`src/rtl/i2c_seq_pkg.sv`:
```
// Shared constants and types for the I2C register sequencer: core register map,
// command bytes, status bit positions, error codes and FSM states.
package i2c_seq_pkg;

   localparam logic [2:0] ADR_PRERLO = 3'd0;
   localparam logic [2:0] ADR_PRERHI = 3'd1;
   localparam logic [2:0] ADR_CTR    = 3'd2;
   localparam logic [2:0] ADR_TXR    = 3'd3;
   localparam logic [2:0] ADR_RXR    = 3'd3;
   localparam logic [2:0] ADR_CR     = 3'd4;
   localparam logic [2:0] ADR_SR     = 3'd4;

   localparam logic [7:0] CTR_EN = 8'h80;

   localparam logic [7:0] CR_STA_WR      = 8'h90;
   localparam logic [7:0] CR_WR          = 8'h10;
   localparam logic [7:0] CR_WR_STO      = 8'h50;
   localparam logic [7:0] CR_RD_NACK_STO = 8'h68;
   localparam logic [7:0] CR_STO         = 8'h40;

   localparam int unsigned SR_RXACK = 7;
   localparam int unsigned SR_BUSY  = 6;
   localparam int unsigned SR_AL    = 5;
   localparam int unsigned SR_TIP   = 1;

   typedef enum logic [1:0] {
      ErrOk      = 2'd0,
      ErrNack    = 2'd1,
      ErrArb     = 2'd2,
      ErrTimeout = 2'd3
   } err_e;

   typedef enum logic [3:0] {
      StInit,
      StIdle,
      StSetTxr,
      StSetCr,
      StPoll,
      StGetRx,
      StStopCr,
      StStopPoll,
      StDone
   } state_e;

   // Command byte for each transaction phase; phase 3 only exists for reads.
   function automatic logic [7:0] phase_cr(input logic rnw, input logic [1:0] idx);
      logic [7:0] cr;
      case (idx)
         2'd0:    cr = CR_STA_WR;
         2'd1:    cr = CR_WR;
         2'd2:    cr = rnw ? CR_STA_WR : CR_WR_STO;
         default: cr = CR_RD_NACK_STO;
      endcase
      return cr;
   endfunction

   function automatic logic [7:0] phase_txr(input logic rnw, input logic [1:0] idx,
                                            input logic [6:0] dev, input logic [7:0] regaddr,
                                            input logic [7:0] wdata);
      logic [7:0] txr;
      case (idx)
         2'd0:    txr = {dev, 1'b0};
         2'd1:    txr = regaddr;
         default: txr = rnw ? {dev, 1'b1} : wdata;
      endcase
      return txr;
   endfunction

endpackage

```
`src/rtl/i2c_wb_access.sv`:
```
// Single-access Wishbone master: latches adr/dat/we on start, holds the strobe until
// ack, then pulses done with the captured read data.
module i2c_wb_access
   import i2c_seq_pkg::*;
(
   input  logic       clk,
   input  logic       rst,
   input  logic       start,
   input  logic [2:0] adr,
   input  logic [7:0] dat,
   input  logic       we,
   output logic       done,
   output logic [7:0] rdata,
   output logic [2:0] bus_adr,
   output logic [7:0] bus_dat,
   output logic       bus_we,
   output logic       bus_stb,
   input  logic [7:0] bus_rdat,
   input  logic       bus_ack
);

   always_ff @(posedge clk or posedge rst) begin
      if (rst) begin
         done    <= 1'b0;
         rdata   <= 8'h00;
         bus_adr <= 3'd0;
         bus_dat <= 8'h00;
         bus_we  <= 1'b0;
         bus_stb <= 1'b0;
      end else begin
         done <= 1'b0;
         if (bus_stb) begin
            if (bus_ack) begin
               bus_stb <= 1'b0;
               done    <= 1'b1;
               rdata   <= bus_rdat;
            end
         end else if (start) begin
            bus_stb <= 1'b1;
            bus_adr <= adr;
            bus_dat <= dat;
            bus_we  <= we;
         end
      end
   end

endmodule

```
`src/rtl/i2c_reg_sequencer.sv`:
```
// Register-level I2C transaction sequencer for the OpenCores I2C master: programs the
// prescaler after reset, then runs single-byte register writes/reads from req/done.
module i2c_reg_sequencer
   import i2c_seq_pkg::*;
#(
   parameter logic [15:0] PRESCALE     = 16'h0035,
   parameter logic [19:0] POLL_TIMEOUT = 20'd1000000
) (
   input  logic       wb_clk_i,
   input  logic       wb_rst_i,
   input  logic       req_i,
   input  logic       req_rnw_i,
   input  logic [6:0] req_dev_i,
   input  logic [7:0] req_reg_i,
   input  logic [7:0] req_wdata_i,
   output logic       ready_o,
   output logic       done_o,
   output logic [1:0] err_o,
   output logic [7:0] rdata_o,
   output logic [2:0] m_adr_o,
   output logic [7:0] m_dat_o,
   output logic       m_we_o,
   output logic       m_stb_o,
   input  logic [7:0] m_dat_i,
   input  logic       m_ack_i
);

   state_e      state;
   logic [1:0]  phase;
   logic        rnw;
   logic [6:0]  dev;
   logic [7:0]  regaddr;
   logic [7:0]  wdata;
   logic [19:0] cnt;
   logic        start;
   logic [2:0]  acc_adr;
   logic [7:0]  acc_dat;
   logic        acc_we;
   logic        acc_done;
   logic [7:0]  acc_rdata;
   logic [1:0]  last_phase;

   assign last_phase = rnw ? 2'd3 : 2'd2;

   i2c_wb_access u_access (
      .clk      (wb_clk_i),
      .rst      (wb_rst_i),
      .start    (start),
      .adr      (acc_adr),
      .dat      (acc_dat),
      .we       (acc_we),
      .done     (acc_done),
      .rdata    (acc_rdata),
      .bus_adr  (m_adr_o),
      .bus_dat  (m_dat_o),
      .bus_we   (m_we_o),
      .bus_stb  (m_stb_o),
      .bus_rdat (m_dat_i),
      .bus_ack  (m_ack_i)
   );

   // Every transition into a bus state loads acc_* and pulses start in the same edge,
   // so the strobe rises the cycle after state entry.
   always_ff @(posedge wb_clk_i or posedge wb_rst_i) begin
      if (wb_rst_i) begin
         state   <= StInit;
         phase   <= 2'd0;
         rnw     <= 1'b0;
         dev     <= 7'd0;
         regaddr <= 8'h00;
         wdata   <= 8'h00;
         cnt     <= 20'd0;
         start   <= 1'b1;
         acc_adr <= ADR_PRERLO;
         acc_dat <= PRESCALE[7:0];
         acc_we  <= 1'b1;
         ready_o <= 1'b0;
         done_o  <= 1'b0;
         err_o   <= ErrOk;
         rdata_o <= 8'h00;
      end else begin
         start  <= 1'b0;
         done_o <= 1'b0;
         if ((state == StPoll || state == StStopPoll) && cnt != POLL_TIMEOUT) begin
            cnt <= cnt + 20'd1;
         end
         case (state)
            StInit: if (acc_done) begin
               if (phase == 2'd2) begin
                  state   <= StIdle;
                  phase   <= 2'd0;
                  ready_o <= 1'b1;
               end else begin
                  phase   <= phase + 2'd1;
                  start   <= 1'b1;
                  acc_adr <= (phase == 2'd0) ? ADR_PRERHI : ADR_CTR;
                  acc_dat <= (phase == 2'd0) ? PRESCALE[15:8] : CTR_EN;
               end
            end
            StIdle: if (req_i) begin
               rnw     <= req_rnw_i;
               dev     <= req_dev_i;
               regaddr <= req_reg_i;
               wdata   <= req_wdata_i;
               ready_o <= 1'b0;
               err_o   <= ErrOk;
               phase   <= 2'd0;
               state   <= StSetTxr;
               start   <= 1'b1;
               acc_adr <= ADR_TXR;
               acc_dat <= {req_dev_i, 1'b0};
               acc_we  <= 1'b1;
            end
            StSetTxr: if (acc_done) begin
               state   <= StSetCr;
               start   <= 1'b1;
               acc_adr <= ADR_CR;
               acc_dat <= phase_cr(rnw, phase);
               acc_we  <= 1'b1;
            end
            StSetCr: if (acc_done) begin
               state   <= StPoll;
               cnt     <= 20'd0;
               start   <= 1'b1;
               acc_adr <= ADR_SR;
               acc_dat <= 8'h00;
               acc_we  <= 1'b0;
            end
            StPoll: if (acc_done) begin
               if (!acc_rdata[SR_TIP]) begin
                  if (acc_rdata[SR_AL]) begin
                     err_o   <= ErrArb;
                     state   <= StStopCr;
                     start   <= 1'b1;
                     acc_adr <= ADR_CR;
                     acc_dat <= CR_STO;
                     acc_we  <= 1'b1;
                  end else if (acc_rdata[SR_RXACK] && phase != 2'd3) begin
                     err_o   <= ErrNack;
                     state   <= StStopCr;
                     start   <= 1'b1;
                     acc_adr <= ADR_CR;
                     acc_dat <= CR_STO;
                     acc_we  <= 1'b1;
                  end else if (phase == last_phase) begin
                     if (rnw) begin
                        state   <= StGetRx;
                        start   <= 1'b1;
                        acc_adr <= ADR_RXR;
                        acc_we  <= 1'b0;
                     end else begin
                        state <= StDone;
                     end
                  end else begin
                     phase   <= phase + 2'd1;
                     start   <= 1'b1;
                     acc_we  <= 1'b1;
                     // The final read phase issues only a command, no TXR byte.
                     if (rnw && phase == 2'd2) begin
                        state   <= StSetCr;
                        acc_adr <= ADR_CR;
                        acc_dat <= CR_RD_NACK_STO;
                     end else begin
                        state   <= StSetTxr;
                        acc_adr <= ADR_TXR;
                        acc_dat <= phase_txr(rnw, phase + 2'd1, dev, regaddr, wdata);
                     end
                  end
               end else if (cnt >= POLL_TIMEOUT) begin
                  err_o   <= ErrTimeout;
                  state   <= StStopCr;
                  start   <= 1'b1;
                  acc_adr <= ADR_CR;
                  acc_dat <= CR_STO;
                  acc_we  <= 1'b1;
               end else begin
                  start <= 1'b1;
               end
            end
            StGetRx: if (acc_done) begin
               rdata_o <= acc_rdata;
               state   <= StDone;
            end
            StStopCr: if (acc_done) begin
               state   <= StStopPoll;
               cnt     <= 20'd0;
               start   <= 1'b1;
               acc_adr <= ADR_SR;
               acc_dat <= 8'h00;
               acc_we  <= 1'b0;
            end
            StStopPoll: if (acc_done) begin
               if (!acc_rdata[SR_BUSY]) begin
                  state <= StDone;
               end else if (cnt >= POLL_TIMEOUT) begin
                  err_o <= ErrTimeout;
                  state <= StDone;
               end else begin
                  start <= 1'b1;
               end
            end
            StDone: begin
               done_o  <= 1'b1;
               ready_o <= 1'b1;
               phase   <= 2'd0;
               state   <= StIdle;
            end
            default: state <= StIdle;
         endcase
      end
   end

endmodule

```
`config.mk`:
```
export PLATFORM = sky130hd
export DESIGN_NAME = i2c_reg_sequencer
export DESIGN_NICKNAME = d
export VERILOG_FILES = /design/src/rtl/i2c_seq_pkg.sv /design/src/rtl/i2c_wb_access.sv /design/src/rtl/i2c_reg_sequencer.sv
export SDC_FILE = /design/constraint.sdc
export NUM_CORES = 1
export LEC_CHECK = 0
export ABC_AREA = 1
export CAP_MARGIN = 40
export CORE_ASPECT_RATIO = 1.25
export CORE_UTILIZATION = 51
export CTS_BUF_LIST = sky130_fd_sc_hd__clkbuf_2 sky130_fd_sc_hd__clkbuf_4 sky130_fd_sc_hd__clkbuf_8
export DETAILED_ROUTE_END_ITERATION = 8
export PLACE_DENSITY = 0.7
export SLEW_MARGIN = 20
export SYNTH_ARGS = -nofsm -noshare
export SYNTH_HDL_FRONTEND = slang
export SYNTH_SLANG_ARGS = --single-unit
```
`constraint.sdc`:
```
create_clock -name wb_clk_i -period 5.1 [get_ports wb_clk_i]
set_input_delay 1.02 -clock wb_clk_i [delete_from_list [all_inputs] [get_ports wb_clk_i]]
set_output_delay 1.02 -clock wb_clk_i [all_outputs]
set_load 0.05 [all_outputs]
```
* Word-level counts from Yosys, hierarchy flattened
Cells that the tools add are included.
** Word-level totals
- Bits in registers :: 97
- Output and inout bits :: 25
- Bits of input ports :: 36
- Logic and storage cells :: 194
** Cells by class
- Order comparisons :: 1
- Reduce and logical (&&, ||, !) cells :: 26
- Bitwise logic cells :: 1
- Equality and inequality tests :: 36
- Muxes and demuxes :: 107
- Add/sub/neg operators :: 2
** Operators with widths (number)
- $mux W8 :: 15
- $mux W4 :: 17
- $mux W20 :: 3
- $pmux W8 S5 :: 1
- $mux W3 :: 12
- $mux W1 :: 34
- $mux W2 :: 16
- $pmux W4 S8 :: 1
- $pmux W8 S3 :: 1
- $add A20 B1 Y20 const B :: 1
- $ge A20 B20 Y1 const B :: 1
- $ne A2 B1 Y1 const B :: 10
- $ne A20 B20 Y1 const B :: 1
- $eq A4 B3 Y1 const B :: 4
- $ne A2 B2 Y1 const B :: 8
- $pmux W8 S2 :: 1
- $reduce_and A8 Y1 :: 2
- $pmux W3 S4 :: 1
- $reduce_bool A4 Y1 :: 3
- $reduce_and A11 Y1 :: 1
- $reduce_and A9 Y1 :: 1
- $eq A4 B2 Y1 const B :: 2
- $pmux W2 S4 :: 1
- $reduce_and A2 Y1 :: 4
- other kinds (26) :: 32

* Depth between registers and ports, before layout
- Depth after elaboration :: 10
- Mapped depth :: 11

* By module
A second synthesis with hierarchy kept.
** Second synthesis, totals
- Cell total of the unflattened synthesis :: 781
- Area, all modules :: 5614.1 um2
** Modules (own cells, without submodules)
- i2c_reg_sequencer :: cells each 688, sequential area each 1884.3 um2, times used 1, area an instance 4702.0 um2
- i2c_wb_access :: cells each 93, sequential area each 550.5 um2, times used 1, area an instance 912.1 um2

* Worst setup path after synthesis
OpenSTA, ideal clock, no wires.
- Path type :: input to register
- From :: input req_i
- To :: register acc_dat[1]
- Library setup time :: 0.074 ns
- Stages :: 9
- Setup slack :: 3.161 ns
- Buffers on the path :: 1
- Arrival :: 1.865 ns
- Cells stage by stage :: inv_1 -> nand3_1 -> nand2_2 -> a21oi_2 -> nand2_4 -> nor2_8 -> buf_8 -> nand2_2 -> o21ai_2
** Between the ends
- Word-level cells in the longest chain between the ends :: 2
** RTL lines
- start: declaration :: line i2c_reg_sequencer.sv:11 : input logic req_i,
- $ne A2 B2 Y1 (no line)
- $reduce_and A9 Y1 (no line)
- end signal: assignment :: line i2c_reg_sequencer.sv:75 : acc_dat <= PRESCALE[7:0];
- end signal: assignment :: line i2c_reg_sequencer.sv:97 : acc_dat <= (phase == 2'd0) ? PRESCALE[15:8] : CTR_EN;
- end signal: assignment :: line i2c_reg_sequencer.sv:111 : acc_dat <= {req_dev_i, 1'b0};
- end: declaration :: line i2c_reg_sequencer.sv:37 : logic [7:0] acc_dat;
Every way passes these cells.
A chain may end at the register's enable or synchronous reset.

* Worst setup path in the final report
- From :: register rdata_o[4]
- To :: output rdata_o[4]
** RTL lines
- start: declaration :: line i2c_reg_sequencer.sv:19 : output logic [7:0] rdata_o,
- start signal: assignment :: line i2c_reg_sequencer.sv:181 : rdata_o <= acc_rdata;
No word-level cell between the ends.

==> results.md <==
GRT:
- The total grt overflow is 0.
- The largest net degree at the start of global routing is between 60 and 70.
- The number of antenna violations at the first check in global routing is 0.
- Global routing consumed, on the met2 layer, about 44% of the routing resources.
- Global routing consumed, on the met3 layer, under 10% of the routing resources.
- In the global route stage, met1 resource usage came out at a little under a third.
- In the global route stage, overall resource usage came out at about a quarter.
- The global-route wire length before repair is around 22000 microns.
- The via count of the first global-routing pass is about 4800.
- The global-route layer with the greatest usage is met2.

Placed design:
- The placed instances occupy a cell area of roughly 0.006 sq mm.
- The final weighted congestion in routability-driven placement is 0.9342.
- The number of I/O port buffers is 60.
- The worst setup slack after placement is about 2.4 ns.
- The placed instance count is approximately 910.
- Detailed placement ended at an HPWL of about 10000 microns.

Timing:
- The number of slew-limit violations in the final report was 0.
- In this run the tightest slew margin relative to its limit is between 40% and 50%.
- Setup violations remaining at the end of the flow were counted as 0.
- Setup slack closes at between 2 and 3 ns.
- Based on the critical path, the design can be clocked at up to between 300 and 400 MHz.
- The final count of hold timing violations is 0.
- Setup repair after global routing left no endpoint under its margin.
- The final critical-path required period is 2.585 ns.
- For the pin with the worst max-slew slack, the measured transition is 0.7840 ns.
- The final critical path takes up about half of the cycle.
- After routing, the total negative slack on setup checks comes to 0 ns.
- Between clock sinks in the finished design, the worst skew comes to between 0.009 and 0.01 ns.

Clocking:
- The H-tree generated during clock tree synthesis spans 3 levels.
- The number of gates resized after CTS was 0.
- Clock-pin slew was measured on the worst setup and hold paths at about 0.1 ns.
- The CTS sink count is 97.
- Once the clock tree was built, the setup fixing pass inserted 0 buffers.
- The clock tree from TritonCTS is done.
- The insertion delay to the later sink of the worst-skew pair is around 0.37 ns.
- Counting the buffers created by CTS gives 9.
- The longest clock path from root to sink contains 2 buffers.
- Hold repair after CTS inserted 0 buffers.
- The tree is rooted in a sky130_fd_sc_hd__clkbuf_8.

Synthesis:
- The synthesized design contains 0 enable-type register cells.
- The share of synthesized area in the top cell type comes to a little over two fifths.
- Summed over all instances, the cell type with the most area after synthesis is sky130_fd_sc_hd__dfrtp_1.
- The number of synthesized register bits is 97.
- In the post-synthesis netlist, the biggest area contributors are sky130_fd_sc_hd__dfrtp_1 42%, sky130_fd_sc_hd__nand2_1 18%, sky130_fd_sc_hd__inv_1 5.1%, sky130_fd_sc_hd__o21ai_0 5.0%, sky130_fd_sc_hd__nor2_1 4.9%.
- The most common cell in the netlist is sky130_fd_sc_hd__nand2_1.
- After synthesis the cells add up to 0.005464 sq mm.
- The number of nets in the synthesized netlist is around 780.
- The async set-or-reset flop fraction in the synthesized netlist is between 90% and 100%.
- Dividing the synthesized area by the synthesized cell count gives between 7 and 8 sq um.
- The commonest cells after synthesis are 266 x sky130_fd_sc_hd__nand2_1, 91 x sky130_fd_sc_hd__dfrtp_1, 74 x sky130_fd_sc_hd__inv_1.
- In this run, distinct cell masters in the synthesized netlist total 37.
- The part of the Yosys area used for sequential elements is around 45%.
- The cell count after synthesis came out at 740.
- The most common flop cell mapped by yosys is sky130_fd_sc_hd__dfrtp_1.
- The total number of yosys warnings is 0.

Finish:
- The fraction of layout instances using a drive strength above 1 is under 10%.
- For this run, the number of standard cells in the final layout without fillers is ~930.
- The net count of the finished layout is 842.
- The filler cells instantiated in the layout total ~980.
- For this run, the share of the core covered by cells in the final layout is between 60% and 70%.
- The number of antenna diodes is 0.
- The area growth from synthesis to final layout is 17.59%.
- The post-route standard cell area excluding fillers is roughly 0.0064 sq mm.

Setup path:
- The endpoint identified for the worst register-to-register timing path is cnt[0]$_DFF_PP0_.
- The highest net fanout along the worst path is 2.
- The data required time at the worst endpoint is between 4 and 5 ns.
- The peak per-stage delay on the critical path is 0.82 ns.
- The worst setup path is of the reg -> out kind.
- The critical path arrival is 1.56 ns.
- Together, buffers and inverters on the worst path number 1.
- The capture point of the worst path is rdata_o[4].
- STA classifies the critical path endpoint as an output port.
- The worst setup path is launched from a register.
- The worst register-to-register path begins at state[3]$_DFFE_PP0P_.
- The slowest stage of the critical path belongs to the cell sky130_fd_sc_hd__clkdlybuf4s50_1.
- For the worst flop-to-flop path, the logic depth is 9.
- The signal on the critical path passes through clkdlybuf4s50_1.
- The reg-to-reg setup timing slack is approximately 2.9 ns.
- Tracing the worst setup path back leads to its startpoint at rdata_o[4]$_DFFE_PP0P_.
- In this run the number of cells on the critical path is 1.
- The family with the most delay on the worst path is buffers and inverters.

Pwr:
- The analysis attributes to cell leakage a power of between 3 and 4 nW.
- The maximum ir drop on the vdd rail is between 0.0002 and 0.0003 V.
- The power density over cell area is 624.6 mW/mm^2.

Drt:
- The wire length per cell after detailed routing is 14.11 microns.
- The number of optimization iterations in the first detailed-route pass is 5.
- In the routed layout, each cell is associated on average with a via count of between 5 and 6.
- The post-detailed-route DRC marker count is 0.
- The total routed wirelength is between 10000 and 15000 microns.
- The number of vias after detailed routing is between 4000 and 5000.
- In this run the remaining antenna-violating nets after routing total 0.
- The number of DRC violations after detailed-routing iteration 0 is around 250.

Die:
- The cell row count is 41.
- In this run the vertical extent of the chip is 117.7 microns.
- The number of top-level pins is 61.
- Once the floorplan was initialized, standard cells occupied between 50% and 60% of the core.
- The placeable core region is 0.01026 sq mm.
- Measured along the x axis, the die boundary spans around 95 microns.
- The die area is around 0.011 sq mm.

Run:
- The count of max-cap constraint violations is 0.

Status:
- The flow ran to the end, and the final reports show no timing, DRC or antenna violations.

Hold path:
- The worst min-delay path class is reg -> reg.
## metrics by stage
step | power (mW) | hold slack (ns)
finish | 4.013 | 0.4831
global route | 4.341 | 0.4986
CTS | 4.029 | 0.4848
detailed placement | 3.404 | 0.4601
global placement | 3.348 | 0.4524
floorplan | 2.883 | 0.4367
## where the power goes
| part | internal, mW | total, mW | switching (mW) |
|---|---|---|---|
| Combinational | 0.680 | 2.01 | 1.33 |
| Sequential | 1.11 | 1.39 | 0.277 |
| Clock | 0.331 | 0.619 | 0.288 |
## layout by cell type (no fill, tap or decap), types with 6 or more instances in the layout
master                            Yosys  layout
sky130_fd_sc_hd__nand3_1             36      36
sky130_fd_sc_hd__o21ai_1              9       9
sky130_fd_sc_hd__mux2_2               6       6
sky130_fd_sc_hd__inv_2                7       7
sky130_fd_sc_hd__nand2_2              8       8
sky130_fd_sc_hd__o21ai_2              7       7
sky130_fd_sc_hd__inv_1               74      73
sky130_fd_sc_hd__dfstp_2              6       6
sky130_fd_sc_hd__nor2_1              71      71
sky130_fd_sc_hd__dfrtp_1             91      91
sky130_fd_sc_hd__clkbuf_8             0       9
sky130_fd_sc_hd__ha_1                 8       8
sky130_fd_sc_hd__nor3_1               7       7
sky130_fd_sc_hd__nand2_1            266     266
sky130_fd_sc_hd__xor2_1               9       9
sky130_fd_sc_hd__o21ai_0             55      55
sky130_fd_sc_hd__a21oi_1             26      26
sky130_fd_sc_hd__clkdlybuf4s50_1      0      60
## cell type report
class	count	area (sq um)	area share (%)
timing repair buffer	64	646.9	10.07
multi-input combinational	544	2624	40.84
tap	129	161.4	2.512
clock inverter	7	123.9	1.928
clock buffer	9	123.9	1.928
sequential	97	2435	37.90
inverter	82	310.3	4.830
## per-layer routing
metal / vias up / wire [microns]
li1: 2441 / -
met2: 132 / 6777
met4: 0 / 379
met5: - / 0
met1: 2257 / 5479
met3: 31 / 514
## sequential cells by signal, summed over array words and instances (netlist names), 2 cells and up
register and cells:
acc_adr 3, acc_dat 8, cnt 20, dev 7, err_o 2, phase 2
rdata_o 8, regaddr 8, state 4, u_access.bus_adr 3, u_access.bus_dat 8, u_access.rdata 8
wdata 8
## how the worst min path moves through the flow
stage / start / to / slack (ns) / depth (start not counted)
2_1_floorplan: wdata[6]$_DFFE_PP0P_ / wdata[6]$_DFFE_PP0P_ / 0.44 / 2
3_3_place_gp: wdata[6]$_DFFE_PP0P_ / wdata[6]$_DFFE_PP0P_ / 0.45 / 2
3_5_place_dp: wdata[3]$_DFFE_PP0P_ / wdata[3]$_DFFE_PP0P_ / 0.46 / 2
4_1_cts: wdata[3]$_DFFE_PP0P_ / wdata[3]$_DFFE_PP0P_ / 0.48 / 2
5_1_grt: regaddr[5]$_DFFE_PP0P_ / regaddr[5]$_DFFE_PP0P_ / 0.50 / 2
6_report: regaddr[3]$_DFFE_PP0P_ / regaddr[3]$_DFFE_PP0P_ / 0.48 / 2
## cell families (layout without fill, tap and decap cells)
logic type	after synthesis	count (layout)	share of synthesized area, %
AO/OA/AOI/OAI	108	108	10.85
XOR/XNOR	11	11	1.763
adder cells (fa/ha/maj)	8	8	1.832
buffers and inverters	99	162	7.419
flip-flops	97	97	44.56
multiplexers	6	6	1.236
AND/OR/NAND/NOR	411	411	32.33
Note: power is estimated with default switching activity, not from simulation.
